===== config.mk =====
export PLATFORM = sky130hd
export DESIGN_NAME = ps2_scancode_rx
export DESIGN_NICKNAME = d
export VERILOG_FILES = /design/src/rtl/ps2_scancode_rx.sv
export SDC_FILE = /design/constraint.sdc
export NUM_CORES = 1
export LEC_CHECK = 0
export CAP_MARGIN = 5
export CORE_ASPECT_RATIO = 1.1
export CORE_MARGIN = 2
export CORE_UTILIZATION = 45
export DETAILED_ROUTE_END_ITERATION = 7
export HOLD_SLACK_MARGIN = 0.05
export PLACE_DENSITY = 0.62
export RECOVER_POWER = 25
export SLEW_MARGIN = 10
export SYNTH_ARGS = -nofsm -noshare
export SYNTH_HDL_FRONTEND = slang
export SYNTH_SLANG_ARGS = --single-unit
export TNS_END_PERCENT = 100

===== constraint.sdc =====
create_clock -name clk -period 2.7 [get_ports clk]
set_input_delay 0.405 -clock clk [delete_from_list [all_inputs] [get_ports clk]]
set_output_delay 0.405 -clock clk [all_outputs]
set_load 0.01 [all_outputs]

===== src/rtl/ps2_scancode_rx.sv =====
// PS/2 device-to-host receiver: pin synchronisers, clock deglitch filter, 11-bit
// frame deframer with odd parity, and keyboard prefix (E0/F0) folding.
module ps2_scancode_rx #(
  parameter int FILTER_LEN     = 8,
  parameter int TIMEOUT_CYCLES = 2000
) (
  input  logic       clk,
  input  logic       rst_n,
  input  logic       enable_rcv,
  input  logic       kb_or_mouse,
  input  logic       ps2clk_ext,
  input  logic       ps2data_ext,
  output logic       kb_interrupt,
  output logic [7:0] scancode,
  output logic       released,
  output logic       extended,
  output logic       frame_error
);

  localparam int FW = $clog2(FILTER_LEN + 1);
  localparam int TW = $clog2(TIMEOUT_CYCLES + 1);

  typedef enum logic [1:0] {S_IDLE, S_DATA, S_PARITY, S_STOP} state_t;

  logic          clk_s1_q, clk_s1_d, clk_s2_q, clk_s2_d;
  logic          dat_s1_q, dat_s1_d, dat_s2_q, dat_s2_d;
  logic          fclk_q, fclk_d;
  logic [FW-1:0] fcnt_q, fcnt_d;
  logic          fall_q, fall_d;

  state_t        state_q, state_d;
  logic [2:0]    bitcnt_q, bitcnt_d;
  logic [7:0]    shift_q, shift_d;
  logic          par_q, par_d;
  logic [TW-1:0] tocnt_q, tocnt_d;
  logic          ext_flag_q, ext_flag_d;
  logic          rel_flag_q, rel_flag_d;

  logic          kb_int_q, kb_int_d;
  logic          ferr_q, ferr_d;
  logic [7:0]    code_q, code_d;
  logic          rel_q, rel_d;
  logic          ext_q, ext_d;
  logic          accept;

  // Filtered clock only moves after FILTER_LEN consecutive disagreeing samples.
  always_comb begin
    clk_s1_d = ps2clk_ext;
    clk_s2_d = clk_s1_q;
    dat_s1_d = ps2data_ext;
    dat_s2_d = dat_s1_q;
    fclk_d   = fclk_q;
    fcnt_d   = '0;
    fall_d   = 1'b0;
    if (clk_s2_q != fclk_q) begin
      if (fcnt_q == FW'(FILTER_LEN - 1)) begin
        fclk_d = clk_s2_q;
        fall_d = fclk_q;
      end else begin
        fcnt_d = fcnt_q + 1'b1;
      end
    end
  end

  always_comb begin
    state_d    = state_q;
    bitcnt_d   = bitcnt_q;
    shift_d    = shift_q;
    par_d      = par_q;
    tocnt_d    = tocnt_q;
    ext_flag_d = ext_flag_q;
    rel_flag_d = rel_flag_q;
    kb_int_d   = 1'b0;
    ferr_d     = 1'b0;
    code_d     = code_q;
    rel_d      = rel_q;
    ext_d      = ext_q;
    accept     = 1'b0;

    if (!enable_rcv) begin
      state_d    = S_IDLE;
      tocnt_d    = '0;
      ext_flag_d = 1'b0;
      rel_flag_d = 1'b0;
    end else begin
      if (kb_or_mouse) begin
        ext_flag_d = 1'b0;
        rel_flag_d = 1'b0;
      end
      // Timeout beats a coincident falling edge; prefix flags survive it.
      if (state_q != S_IDLE && tocnt_q == TW'(TIMEOUT_CYCLES - 1)) begin
        state_d = S_IDLE;
        tocnt_d = '0;
        ferr_d  = 1'b1;
      end else begin
        tocnt_d = (state_q == S_IDLE) ? '0 : tocnt_q + 1'b1;
        if (fall_q) begin
          tocnt_d = '0;
          case (state_q)
            S_IDLE: begin
              if (!dat_s2_q) begin
                state_d  = S_DATA;
                bitcnt_d = '0;
              end else begin
                ferr_d = 1'b1;
              end
            end
            S_DATA: begin
              shift_d  = {dat_s2_q, shift_q[7:1]};
              bitcnt_d = bitcnt_q + 1'b1;
              if (bitcnt_q == 3'd7) state_d = S_PARITY;
            end
            S_PARITY: begin
              par_d   = dat_s2_q;
              state_d = S_STOP;
            end
            S_STOP: begin
              state_d = S_IDLE;
              if (dat_s2_q && ((^shift_q) ^ par_q)) accept = 1'b1;
              else                                   ferr_d = 1'b1;
            end
            default: state_d = S_IDLE;
          endcase
        end
      end

      if (accept) begin
        if (kb_or_mouse) begin
          kb_int_d = 1'b1;
          code_d   = shift_q;
          rel_d    = 1'b0;
          ext_d    = 1'b0;
        end else if (shift_q == 8'hE0) begin
          ext_flag_d = 1'b1;
        end else if (shift_q == 8'hF0) begin
          rel_flag_d = 1'b1;
        end else begin
          kb_int_d   = 1'b1;
          code_d     = shift_q;
          rel_d      = rel_flag_q;
          ext_d      = ext_flag_q;
          ext_flag_d = 1'b0;
          rel_flag_d = 1'b0;
        end
      end
    end
  end

  always_ff @(posedge clk) begin
    if (!rst_n) begin
      clk_s1_q   <= 1'b1;
      clk_s2_q   <= 1'b1;
      dat_s1_q   <= 1'b1;
      dat_s2_q   <= 1'b1;
      fclk_q     <= 1'b1;
      fcnt_q     <= '0;
      fall_q     <= 1'b0;
      state_q    <= S_IDLE;
      bitcnt_q   <= '0;
      shift_q    <= '0;
      par_q      <= 1'b0;
      tocnt_q    <= '0;
      ext_flag_q <= 1'b0;
      rel_flag_q <= 1'b0;
      kb_int_q   <= 1'b0;
      ferr_q     <= 1'b0;
      code_q     <= '0;
      rel_q      <= 1'b0;
      ext_q      <= 1'b0;
    end else begin
      clk_s1_q   <= clk_s1_d;
      clk_s2_q   <= clk_s2_d;
      dat_s1_q   <= dat_s1_d;
      dat_s2_q   <= dat_s2_d;
      fclk_q     <= fclk_d;
      fcnt_q     <= fcnt_d;
      fall_q     <= fall_d;
      state_q    <= state_d;
      bitcnt_q   <= bitcnt_d;
      shift_q    <= shift_d;
      par_q      <= par_d;
      tocnt_q    <= tocnt_d;
      ext_flag_q <= ext_flag_d;
      rel_flag_q <= rel_flag_d;
      kb_int_q   <= kb_int_d;
      ferr_q     <= ferr_d;
      code_q     <= code_d;
      rel_q      <= rel_d;
      ext_q      <= ext_d;
    end
  end

  assign kb_interrupt = kb_int_q;
  assign frame_error  = ferr_q;
  assign scancode     = code_q;
  assign released     = rel_q;
  assign extended     = ext_q;

endmodule


==> results by stage, run 1 <==
Pwr:
- The total power is 1300 µW.
- For this design the static power due to leakage is 0.0009070 µW.
- The power density normalized to cell area is 506.4 nW/µm².
- The worst supply voltage drop on vdd is 0.0003556 V.

Status:
- The flow ran to the end, and the final reports show no timing, DRC or antenna violations.

Job:
- Max-cap violations in this run came to 0.

STA:
- The worst hold slack across all endpoints is 0.4084 ns.
- The minimum setup slack in the final design is 0.4095 ns.
- The worst pin sits at a relative slew slack of 33.59%.
- The number of slew-limit violations in the final report was 0.
- Setup repair after global routing left no endpoint under its margin.
- For the final database, setup skew stands at 0.01041 ns.
- The transition at the pin with the smallest max-transition slack is 0.9961 ns.
- Counting I/O delays and the setup requirement, the final critical path takes 2.291 ns.
- The final-report hold violation count came to 0.
- Setup total negative slack on the finished layout was measured at 0 ns.
- The final period utilization is 84.83%.
- The peak clock frequency supported by timing is 0.4366 GHz.
- Setup violations remaining at the end of the flow were counted as 0.

Clock network:
- The count of hold buffers inserted by post-cts repair is 0.
- Clock tree synthesis selected as its root buffer the cell sky130_fd_sc_hd__clkbuf_8.
- The quantity of gates resized following cts is 0.
- Clock tree synthesis inserted a total of 5 buffers.
- After clock tree synthesis, the clock-pin slew on the worst setup and hold paths is 0.09 ns.
- The number of post-CTS setup repair buffers is 0.
- The clock network latency to the later pin of the worst-skew pair is 0.31 ns.
- The clock sink total is 49.
- The buffer levels on the longest clock path is 2.
- The H-tree was split into 2 levels.
- TritonCTS built the clock tree.

Place:
- Once placement finished, the instance area stood at 2450 µm².
- The wire-length estimate of the detail-placed layout is 2621 µm.
- Routability-driven placement finished with a final weighted congestion of 0.7494.
- The number of buffers added on ports is 17.
- The pre-CTS setup slack is 0.4182 ns.

Worst setup path:
- The largest stage delay on the critical path is 0.60 ns.
- The kind of cell with the highest combined delay along the critical path is simple AND/OR/NAND/NOR gates.
- The number of buffers and inverters on the critical path is 2.
- The endpoint class of the critical path is a register.
- The slowest cell on the critical path is sky130_fd_sc_hd__or4b_4.
- For the worst setup path, the data arrival time is 2.49 ns.
- The top fanout value on the critical path is 10.
- In this run the register-to-register setup slack is 0.41 ns.
- The critical path launch point is state_q[1]$_SDFFE_PP0P_.
- The worst path required time is 2.90 ns.
- The class of the most critical setup path is register to register.
- The critical path goes through inv_1 -> ha_1 -> or4b_4 -> o311ai_4 -> nor4b_2 -> buf_4 -> mux2i_1.
- STA classifies the critical path startpoint as a register.
- In this run the critical register-to-register path is launched from state_q[1]$_SDFFE_PP0P_.

Floorplanning:
- The area of the placeable core is 4717 µm².
- The floorplan die area is 5526 µm².
- From bottom edge to top edge, the die measures 77.77 µm.
- The floorplan has 26 rows.
- The initial utilization of the core area, before any placement, comes to 47.19%.
- The die boundary width is 71.06 µm.
- The count of boundary I/O pins is 18.

Synth:
- The post-synthesis net count is 252.
- Yosys mapped a number of flops with a built-in enable equal to 0.
- The share of the Yosys chip area taken by registers is 44.07%.
- The flip-flop and latch count after synthesis is 49.
- The warning count from the yosys run is 0.
- The number of cells produced by synthesis is 232.
- The number of library cell types mapped by synthesis is 43.
- The synthesized area divided by synthesized cell count is 9.594 µm².
- Counting flops with an async set or reset pin after synthesis yields a share of 0%.
- The combined area of all synthesized cells is 2226 µm².
- The most used flip-flop cell after synthesis is sky130_fd_sc_hd__dfxtp_1.

Finish:
- The finished layout cell area is 2566 µm².
- The sequential cells in the finished layout cover a total of 980.9 µm².
- The layout-stage area growth over the synthesis result is 15.29%.
- Of the cells placed in the final design, the portion with a size suffix greater than 1 is 8.696%.
- The library cell used most frequently in the layout, excluding fill and tap cells, is sky130_fd_sc_hd__dfxtp_1.
- The antenna cell count is 0.
- The final net count is 272.
- The layout has 438 filler cells.
- Leaving out fill and tap cells, the most frequent cells in the layout are sky130_fd_sc_hd__dfxtp_1 (49), sky130_fd_sc_hd__nand2_1 (26), sky130_fd_sc_hd__nor2_1 (23).
- The multi-input combinational cell area is 1154 µm².

Global routing:
- The total overflow reported by the global router is 0.
- The number of antenna violations at the first check in global routing is 0.
- The global-route wire length before repair is 6203 µm.
- The number of global-route vias before repair is 1396.
- The total global-route track usage is 14.13%.
- Entering global routing, the biggest net connects 27 pins.

Drt:
- The count of nets left with antenna violations after detail routing is 0.
- Summing over every cut layer, the via total after detailed routing is 1562.
- Using the TritonRoute via totals, the vias-per-cell ratio works out to 5.055.
- The routed design has 3624 µm of wire.
- For this run, the detailed router's first-pass iteration total came to 4.
- In this run, the number of DRC markers left after iteration 0 of detailed routing was 55.
- The count of unresolved DRC violations after routing is 0.
- After detailed routing, the average wire length per cell comes to 11.73 µm.

Worst hold path:
- The min-delay analysis places its worst path in the category register to register.
- The startpoint identified for the worst hold timing path is dat_s1_q$_SDFF_PN1_.
==> cell families after synthesis <==
logic type      count (synthesis)  synth area share, %
fa+ha+maj                      14                7.870
buf+inv                        21                4.103
mux                            21                9.443
xor+xnor                       14                6.464
compound gates                 19                6.240
simple gates                   94                21.81
flops                          49                44.07
==> where the power goes <==
| part | total (µW) | leakage, µW | internal (µW) | switching (µW) |
|---|---|---|---|---|
| clock | 547 | 0.0000574 | 301 | 246 |
| combinational | 25.6 | 0.000454 | 10.2 | 15.3 |
| sequential | 727 | 0.000396 | 725 | 2.02 |
| total | 1300 | 0.000907 | 1040 | 263 |
==> final timing paths <==
path / to / cells past startpoint
setup / recovery: scancode[1]$_SDFFE_PN0P_ / 7
hold / removal: dat_s2_q$_SDFF_PN1_ / 1
setup reg to reg: scancode[1]$_SDFFE_PN0P_ / 7
hold reg to reg: dat_s2_q$_SDFF_PN1_ / 1
==> area by class of cell <==
type                       count  area share [%]
sequential                    49           38.23
clock buffer                   6           3.218
timing repair buffer          20           7.362
tap                           56           2.730
clock inverter                 2           1.463
inverter                      14           2.048
multi-input combinational    162           44.95
==> cell usage after synthesis, types with 2 or more instances <==
cell type | count | share of area, %
sky130_fd_sc_hd__dfxtp_1 | 49 | 44
sky130_fd_sc_hd__nand2_1 | 26 | 4.4
sky130_fd_sc_hd__nor2_1 | 23 | 3.9
sky130_fd_sc_hd__mux2i_1 | 21 | 9.4
sky130_fd_sc_hd__ha_1 | 14 | 7.9
sky130_fd_sc_hd__inv_1 | 14 | 2.4
sky130_fd_sc_hd__nand3_1 | 9 | 2.0
sky130_fd_sc_hd__xnor2_1 | 8 | 3.1
sky130_fd_sc_hd__nand2b_1 | 7 | 2.0
sky130_fd_sc_hd__nor3_1 | 7 | 1.6
sky130_fd_sc_hd__a21oi_1 | 6 | 1.3
sky130_fd_sc_hd__o21ai_0 | 5 | 1.1
sky130_fd_sc_hd__xor2_1 | 4 | 1.6
sky130_fd_sc_hd__and3_1 | 3 | 0.84
sky130_fd_sc_hd__clkbuf_1 | 3 | 0.51
sky130_fd_sc_hd__a211oi_1 | 2 | 0.67
sky130_fd_sc_hd__nand3b_1 | 2 | 0.67
sky130_fd_sc_hd__nand4_1 | 2 | 0.56
sky130_fd_sc_hd__nor2b_1 | 2 | 0.56
sky130_fd_sc_hd__or2_2 | 2 | 0.56
==> metal layers <==
layer,wire length (µm),GRT usage [%],vias to the layer above
li1,-,-,824
met1,1818,17.50,708
met2,1618,22.52,23
met3,122,4.286,7
met4,63,6.226,0
met5,0,0,-
==> flip-flops by register name, summed over array words and instances, names as in the netlist, 2 cells and up <==
name,flops
tocnt_q,11
state_q,2
fcnt_q,4
scancode,8
bitcnt_q,3
shift_q,8
==> per-stage QoR <==
stage | util [%] | instances
final | 54.40 | 309
after global routing | 54.40 | 309
after CTS | 54.48 | 309
after detailed placement | 51.94 | 301
after global placement | 51.94 | 301
after floorplan | - | 232
(Power assumes the default switching activity.)
==> inputs of run 2 (changes only) <==
Settings changed: PLACE_DENSITY 0.62 to 0.65.
Clock period 2.7 ns to 2.05 ns, I/O delays scaled along.
==> run 2 against run 1 <==
First-iteration DRC count increased by 27%. Worst setup slack got worse by 0.34 ns. Cell area rose by 6.3%. Critical path depth stayed put. Clock power increased by 9.3%. Hold slack better by 0.0039 ns. Count of clock-buffer cells in the layout stayed put. Die area unchanged. Clock skew decreased by 0.0027 ns. Critical path type unchanged. Critical endpoint is now scancode[2]$_SDFFE_PN0P_. Largest cell class unchanged.
==> results by stage, run 2 (synthesis results as in run 1) <==
Status:
- The run finished with clean final reports.

Drt:
- The count of nets left with antenna violations after detail routing came to 0 (unchanged).
- The detailed router's first-iteration violation count is 70 (+27%).
- The wire length per cell after detailed routing is 12.43 µm (+6.0%).
- The count of unresolved DRC violations after routing came to 0 (unchanged).
- The count of TritonRoute iterations in the first routing pass is 4 (unchanged).
- The count of vias placed by the detailed router was 1638 (+4.9%).
- The per-cell via count in the routed design is 5.025 (-0.60%).
- The total wire length after detailed routing is 4053 µm (+12%).

Clock network:
- The number of clock buffers inserted by TritonCTS is 5 (unchanged).
- The clock input transition at the sequential cells of the worst setup and hold paths is 0.09 ns (about the same).
- The maximum level of the CTS H-tree is 2 (unchanged).
- TritonCTS built the clock tree.
- The clock network latency to the later pin of the worst-skew pair came to 0.31 ns (about the same).
- The clock sink total is 49 (unchanged).
- The tree is rooted in a sky130_fd_sc_hd__clkbuf_8.
- The count of hold buffers inserted by post-cts repair is 0 (unchanged).
- The buffer levels on the longest clock path was 2 (unchanged).

Finish:
- The final net count is 289 (+6.3%).
- The sequential standard cell area is 983.4 µm² (+0.26%).
- The utilization of the core after routing is 57.82% (+3.4 points).
- The flip-flop count of the largest register, all copies and words added is 11 (unchanged).
- The most common cell after layout, fill and taps aside is sky130_fd_sc_hd__dfxtp_1.
- The fraction of layout cells with a size suffix above 1 is 17.41% (+8.7 points).
- The filler-free cell count of the finished design is 326 (+5.5%).
- Counting flops per register, the top entry is tocnt_q.
- The multi-input combinational cell area came to 1201 µm² (+4.1%).
- The fill cell total of the finished layout is 437 (-0.23%).
- The antenna cell count was 0 (unchanged).
- The layout-stage area growth over the synthesis result is 22.54%.
- In the layout the commonest cells are sky130_fd_sc_hd__dfxtp_1 (47), sky130_fd_sc_hd__nand2_1 (26), sky130_fd_sc_hd__nor2_1 (23).

Place:
- The number of buffers added on ports is 17 (unchanged).
- The half-perimeter wire length after detailed placement came to 2855 µm (+8.9%).
- The weighted congestion reported at the end of routability-driven placement was 0.7920 (+5.7%).
- The pre-CTS setup slack came to 0.01178 ns (-0.4064 ns).
- The number of placed cells counting well taps is 316 (+5.0%).

Worst setup path:
- The worst setup path is of the register to register kind.
- The slowest cell on the critical path is sky130_fd_sc_hd__or4b_4.
- The largest stage delay on the critical path is 0.58 ns (-0.02 ns).
- The endpoint class of the critical path is a register.
- The cell family contributing the most delay on the critical path is simple AND/OR/NAND/NOR gates.
- The critical path goes through inv_1 -> ha_2 -> or4b_4 -> o311ai_4 -> nor4b_4 -> buf_4 -> mux2i_1.
- The data arrival time of the critical path is 2.18 ns (-0.31 ns).
- The launching point of the worst reg2reg path is state_q[1]$_SDFFE_PP0P_.
- The critical path starts at state_q[1]$_SDFFE_PP0P_.
- The top fanout value on the critical path is 5 (-5).
- The worst path required time is 2.26 ns (-0.64 ns).
- The sort of element at the start of the critical path is a register.
- The number of buffers and inverters on the critical path is 2 (unchanged).

STA:
- The final setup skew is 0.007670 ns (-0.002740 ns).
- The clock period minus worst slack came to 1.977 ns (-0.3131 ns).
- The final-report hold violation count is 0 (unchanged).
- The final number of setup-violating endpoints came to 0 (unchanged).
- The number of slew-limit violations in the final report is 0 (unchanged).
- The transition at the pin with the smallest max-transition slack is 0.4841 ns (-0.5120 ns).
- The worst-case headroom to the max-slew limit was 67.48% (+34 points).
- The minimum setup slack in the final design is 0.07256 ns (-0.3369 ns).
- The peak clock frequency supported by timing came to 0.5057 GHz (+16%).
- Setup repair after global routing could not meet its margin everywhere.
- The final period utilization is 96.46% (+12 points).

Worst hold path:
- The path class of the tightest hold or removal check is register to register.
- The launch point of the worst hold path is clk_s1_q$_SDFF_PN1_.

Floorplanning:
- The count of boundary I/O pins is 18 (unchanged).
- The die boundary width is 71.06 µm (unchanged).
- The starting utilization of the core area is 47.19% (unchanged).
- The area of the placeable core is 4717 µm² (unchanged).
- The standard-cell row count came to 26 (unchanged).
- The floorplan die area is 5526 µm² (unchanged).
- The die extent in y is 77.77 µm (unchanged).

Pwr:
- The total power is 1594 µW (+23%).
- The power density normalized to cell area is 584.4 nW/µm² (+15%).
- The worst supply voltage drop on vdd came to 0.0004029 V (+13%).
- The cell leakage power is 0.0009888 µW (+9.0%).

Global routing:
- The global-route wire length before repair is 6934 µm (+12%).
- The maximum number of pins on one net before global-route repair is 28 (+3.7%).
- The total overflow reported by the global router is 0 (unchanged).
- The total global-route track usage is 15.70% (+1.6 points).
- The number of global-route vias before repair is 1553 (+11%).
- The number of antenna violations at the first check in global routing was 0 (unchanged).

Job:
- The total of max-cap violations is 0 (unchanged).
==> run 2: worst paths after layout <==
| path | end | slack [ns] | depth (start not counted) |
|---|---|---|---|
| worst max-delay path | scancode[2]$_SDFFE_PN0P_ | 0.07 | 7 |
| worst min-delay path | clk_s2_q$_SDFF_PN1_ | 0.41 | 1 |
| worst max register to register | scancode[2]$_SDFFE_PN0P_ | 0.07 | 7 |
| worst min register to register | clk_s2_q$_SDFF_PN1_ | 0.41 | 1 |
==> run 2: timing repair <==
item	CTS	global route
setup endpoints to repair	1	23
cloned	0	1
resized for setup	0	13
hold endpoints to repair	0	0
pin swaps	1	4
setup buffers	0	1
==> run 2: worst register-to-register path, cell delays in order, from the launching register on <==
cell,delay (ns)
sky130_fd_sc_hd__dfxtp_1,0.34
sky130_fd_sc_hd__inv_1,0.07
sky130_fd_sc_hd__ha_2,0.18
sky130_fd_sc_hd__or4b_4,0.58
sky130_fd_sc_hd__o311ai_4,0.30
sky130_fd_sc_hd__nor4b_4,0.10
sky130_fd_sc_hd__buf_4,0.19
sky130_fd_sc_hd__mux2i_1,0.12
==> run 2: layout make-up <==
| cell class | count | area share, % |
|---|---|---|
| timing repair buffer | 37 | 11.88 |
| tap | 56 | 2.569 |
| sequential | 49 | 36.05 |
| clock buffer | 6 | 3.028 |
| inverter | 14 | 1.927 |
| multi-input combinational | 162 | 44.04 |
| clock inverter | 2 | 0.5046 |
==> run 2: where the power goes <==
group,switching [µW],internal (µW)
Combinational,21.7,16.8
Clock,324,274
Sequential,2.74,955
Total,348,1250
==> run 2: routing by layer <==
metal / vias up / share of wire [%] / track usage (%)
met5: - / 0 / 0
met3: 4 / 2.9 / 5.195
met4: 0 / 0.94 / 4.906
met1: 757 / 48 / 19.77
li1: 854 / - / -
met2: 23 / 49 / 25.33
==> run 2: through the flow <==
stage,TNS [ns],area [µm²],hold WS [ns]
after floorplan,0,2232,0.3863
after global placement,0,2565,0.3886
after detailed placement,0,2565,0.3947
after CTS,0,2661,0.4157
after global routing,-0.04465,2728,0.4443
final,0,2728,0.4123
==> inputs of run 3 (changes only) <==
Settings changed: SETUP_SLACK_MARGIN set to 0.05.
==> run 3 against run 2 <==
Global-route usage is 0.75 points higher. Die area stayed put. First-iteration DRC count is 10% higher. Wire length is 4.4% higher. Worst setup slack worse by 0.047 ns. Core utilization is 3.5 points higher. Critical path type unchanged. Largest cell class unchanged.
==> results by stage, run 3 (synthesis results as in run 1) <==
Status:
- The flow ran to the end, and the final reports show no timing, DRC or antenna violations.

Worst setup path:
- The data arrival time of the critical path is 2.25 ns (+0.07 ns).
- The register-to-register path setup slack came to 0.03 ns (-0.05 ns).
- The largest stage delay on the critical path came to 0.45 ns (-0.13 ns).
- The worst reg2reg path depth is 6 (-1).
- STA classifies the critical path endpoint as a register.
- The slowest stage of the critical path is the sky130_fd_sc_hd__or4b_4 cell.
- The signal on the critical path passes through ha_4 -> xnor3_1 -> xnor2_2 -> buf_4 -> or4b_4 -> a211oi_2.
- The worst path required time is 2.27 ns (about the same).
- The sort of element at the start of the critical path is a register.
- The class of the most critical setup path is register to register.
- The top fanout value on the critical path is 2 (-3).
- In this run the critical register-to-register path is launched from shift_q[7]$_SDFFE_PN0P_.
- In this run the critical register-to-register path is captured at rel_flag_q$_SDFF_PN0_.

Floorplanning:
- The count of boundary I/O pins came to 18 (unchanged).
- The die boundary width is 71.06 µm (unchanged).
- The starting utilization of the core area is 47.19% (unchanged).
- The standard-cell row count was 26 (unchanged).
- The die extent in y is 77.77 µm (unchanged).
- The area of the placeable core is 4717 µm² (unchanged).
- The floorplan die area is 5526 µm² (unchanged).

Place:
- The number of placed cells counting well taps is 313 (-0.95%).
- The half-perimeter wire length after detailed placement is 2709 µm (-5.1%).
- The number of buffers added on ports is 17 (unchanged).
- The pre-CTS setup slack was -0.02104 ns (-0.03282 ns).
- The weighted congestion reported at the end of routability-driven placement came to 0.7293 (-7.9%).

Clock network:
- The buffer levels on the longest clock path is 2 (unchanged).
- The clock network latency to the later pin of the worst-skew pair is 0.30 ns (about the same).
- The buffer cell driving the clock tree root is sky130_fd_sc_hd__clkbuf_8.
- The number of clock buffers inserted by TritonCTS is 5 (unchanged).
- TritonCTS built the clock tree.
- The maximum level of the CTS H-tree was 2 (unchanged).
- The clock input transition at the sequential cells of the worst setup and hold paths is 0.09 ns (about the same).
- The clock sink total came to 49 (unchanged).

Finish:
- The antenna cell count is 0 (unchanged).
- The final net count was 294 (+1.7%).
- The layout-stage area growth over the synthesis result is 29.90%.
- The filler-free cell count of the finished design is 331 (+1.5%).
- The most flop-heavy register is tocnt_q.
- The most common cell after layout, fill and taps aside is sky130_fd_sc_hd__dfxtp_1.
- The utilization of the core after routing is 61.30% (+3.5 points).
- The flip-flop count of the largest register, all copies and words added is 11 (unchanged).
- Leaving out fill and tap cells, the most frequent cells in the layout are sky130_fd_sc_hd__dfxtp_1 (44), sky130_fd_sc_hd__nand2_1 (26), sky130_fd_sc_hd__nor2_1 (23).
- The fraction of layout cells with a size suffix above 1 came to 21.82% (+4.4 points).

Global routing:
- The total overflow reported by the global router was 0 (unchanged).
- The number of global-route vias before repair is 1586 (+2.1%).
- The number of antenna violations at the first check in global routing was 0 (unchanged).
- The maximum number of pins on one net before global-route repair was 28 (unchanged).
- The total global-route track usage is 16.45% (+0.75 points).
- The global-route wire length before repair came to 7272 µm (+4.9%).

Worst hold path:
- In this run the most critical hold path is launched from clk_s1_q$_SDFF_PN1_.
- The worst hold path terminates at clk_s2_q$_SDFF_PN1_.
- The number of cells on the worst hold path is 1 (unchanged).
- The worst min-delay path class is register to register.

STA:
- The final number of setup-violating endpoints was 0 (unchanged).
- The final-report hold violation count was 0 (unchanged).
- The peak clock frequency supported by timing is 0.4939 GHz (-2.3%).
- The worst-case headroom to the max-slew limit is 57.72% (-9.8 points).
- The final setup skew is 0.009422 ns (+0.001752 ns).
- The number of slew-limit violations in the final report is 0 (unchanged).
- The clock period minus worst slack is 2.025 ns (+0.04719 ns).
- Setup repair after global routing could not meet its margin everywhere.
- The final period utilization is 98.76% (+2.3 points).
- The minimum setup slack in the final design is 0.02537 ns (-0.04719 ns).
- The setup TNS is 0 ns (unchanged).
- The transition at the pin with the smallest max-transition slack is 0.6294 ns (+0.1454 ns).

Job:
- The total of max-cap violations came to 0 (unchanged).

Drt:
- The total wire length after detailed routing is 4233 µm (+4.4%).
- The count of vias placed by the detailed router is 1664 (+1.6%).
- The detailed router's first-iteration violation count is 77 (+10%).
- The count of nets left with antenna violations after detail routing was 0 (unchanged).
- The count of unresolved DRC violations after routing is 0 (unchanged).
- The wire length per cell after detailed routing is 12.79 µm (+2.9%).
- The count of TritonRoute iterations in the first routing pass is 4 (unchanged).
- The per-cell via count in the routed design is 5.027 (about the same).

Pwr:
- The cell leakage power came to 0.001045 µW (+5.7%).
- The power density normalized to cell area is 620.4 nW/µm² (+6.2%).
- The total power came to 1794 µW (+13%).
- The worst supply voltage drop on vdd is 0.0005245 V (+30%).
## run 3: critical path, delay by kind of cell (launching register included)
kind / cells / cell delay, ns
buffers and inverters: 1 / 0.14
AND/OR/NAND/NOR: 1 / 0.45
XOR/XNOR: 2 / 0.56
flip-flops: 1 / 0.36
adder cells (fa/ha/maj): 1 / 0.24
AO/OA/AOI/OAI: 1 / 0.19
## run 3: layout make-up
| class | instances | area [µm²] |
|---|---|---|
| Sequential cell | 49 | 989.7 |
| Timing Repair Buffer | 40 | 361.6 |
| Clock inverter | 3 | 65.06 |
| Fill cell | 389 | 1826 |
| Clock buffer | 5 | 68.82 |
| Tap cell | 56 | 70.07 |
| Inverter | 14 | 52.55 |
| Multi-Input combinational cell | 164 | 1284 |
## run 3: worst max-delay path by stage
| stage | depth (start not counted) | endpoint | from |
|---|---|---|---|
| after floorplan | 7 | tocnt_q[10]$_SDFF_PP0_ | state_q[0]$_SDFFE_PP0P_ |
| after global placement | 7 | kb_interrupt$_SDFF_PN0_ | shift_q[0]$_SDFFE_PN0P_ |
| after detailed placement | 7 | kb_interrupt$_SDFF_PN0_ | shift_q[0]$_SDFFE_PN0P_ |
| after CTS | 7 | shift_q[6]$_SDFFE_PN0P_ | state_q[0]$_SDFFE_PP0P_ |
| after global routing | 6 | rel_flag_q$_SDFF_PN0_ | shift_q[7]$_SDFFE_PN0P_ |
| final | 6 | rel_flag_q$_SDFF_PN0_ | shift_q[7]$_SDFFE_PN0P_ |
## run 3: layer usage
metal	track usage [%]	routed length [µm]	vias to the layer above	share of wire (%)
met5	0	0	-	0
met4	5.094	57	0	1.3
met3	4.156	127	6	3.0
met2	25.42	1945	25	46
met1	22.55	2103	762	50
li1	-	-	871	-
## run 3: report_power, final
part	internal, µW	switching, µW
combinational	16.9	22.0
sequential	954	3.04
clock	484	314
total	1450	339
## run 3: timing repair
| item | CTS | global route |
|---|---|---|
| gates resized for setup | 18 | 16 |
| buffers inserted | 5 | 4 |
| gates cloned | 1 | 2 |
| pin swaps | 8 | 15 |
| hold buffers | 0 | 0 |
| endpoints found under the setup margin | 13 | 36 |
| endpoints found under the hold margin | 0 | 0 |
## run 3: through the flow
stage	instance area, µm²	hold WS (ns)
after global placement	2550	0.3902
after global routing	2892	0.4339
after detailed placement	2550	0.3909
final	2892	0.4105
after floorplan	2240	0.3863
after CTS	2798	0.4153
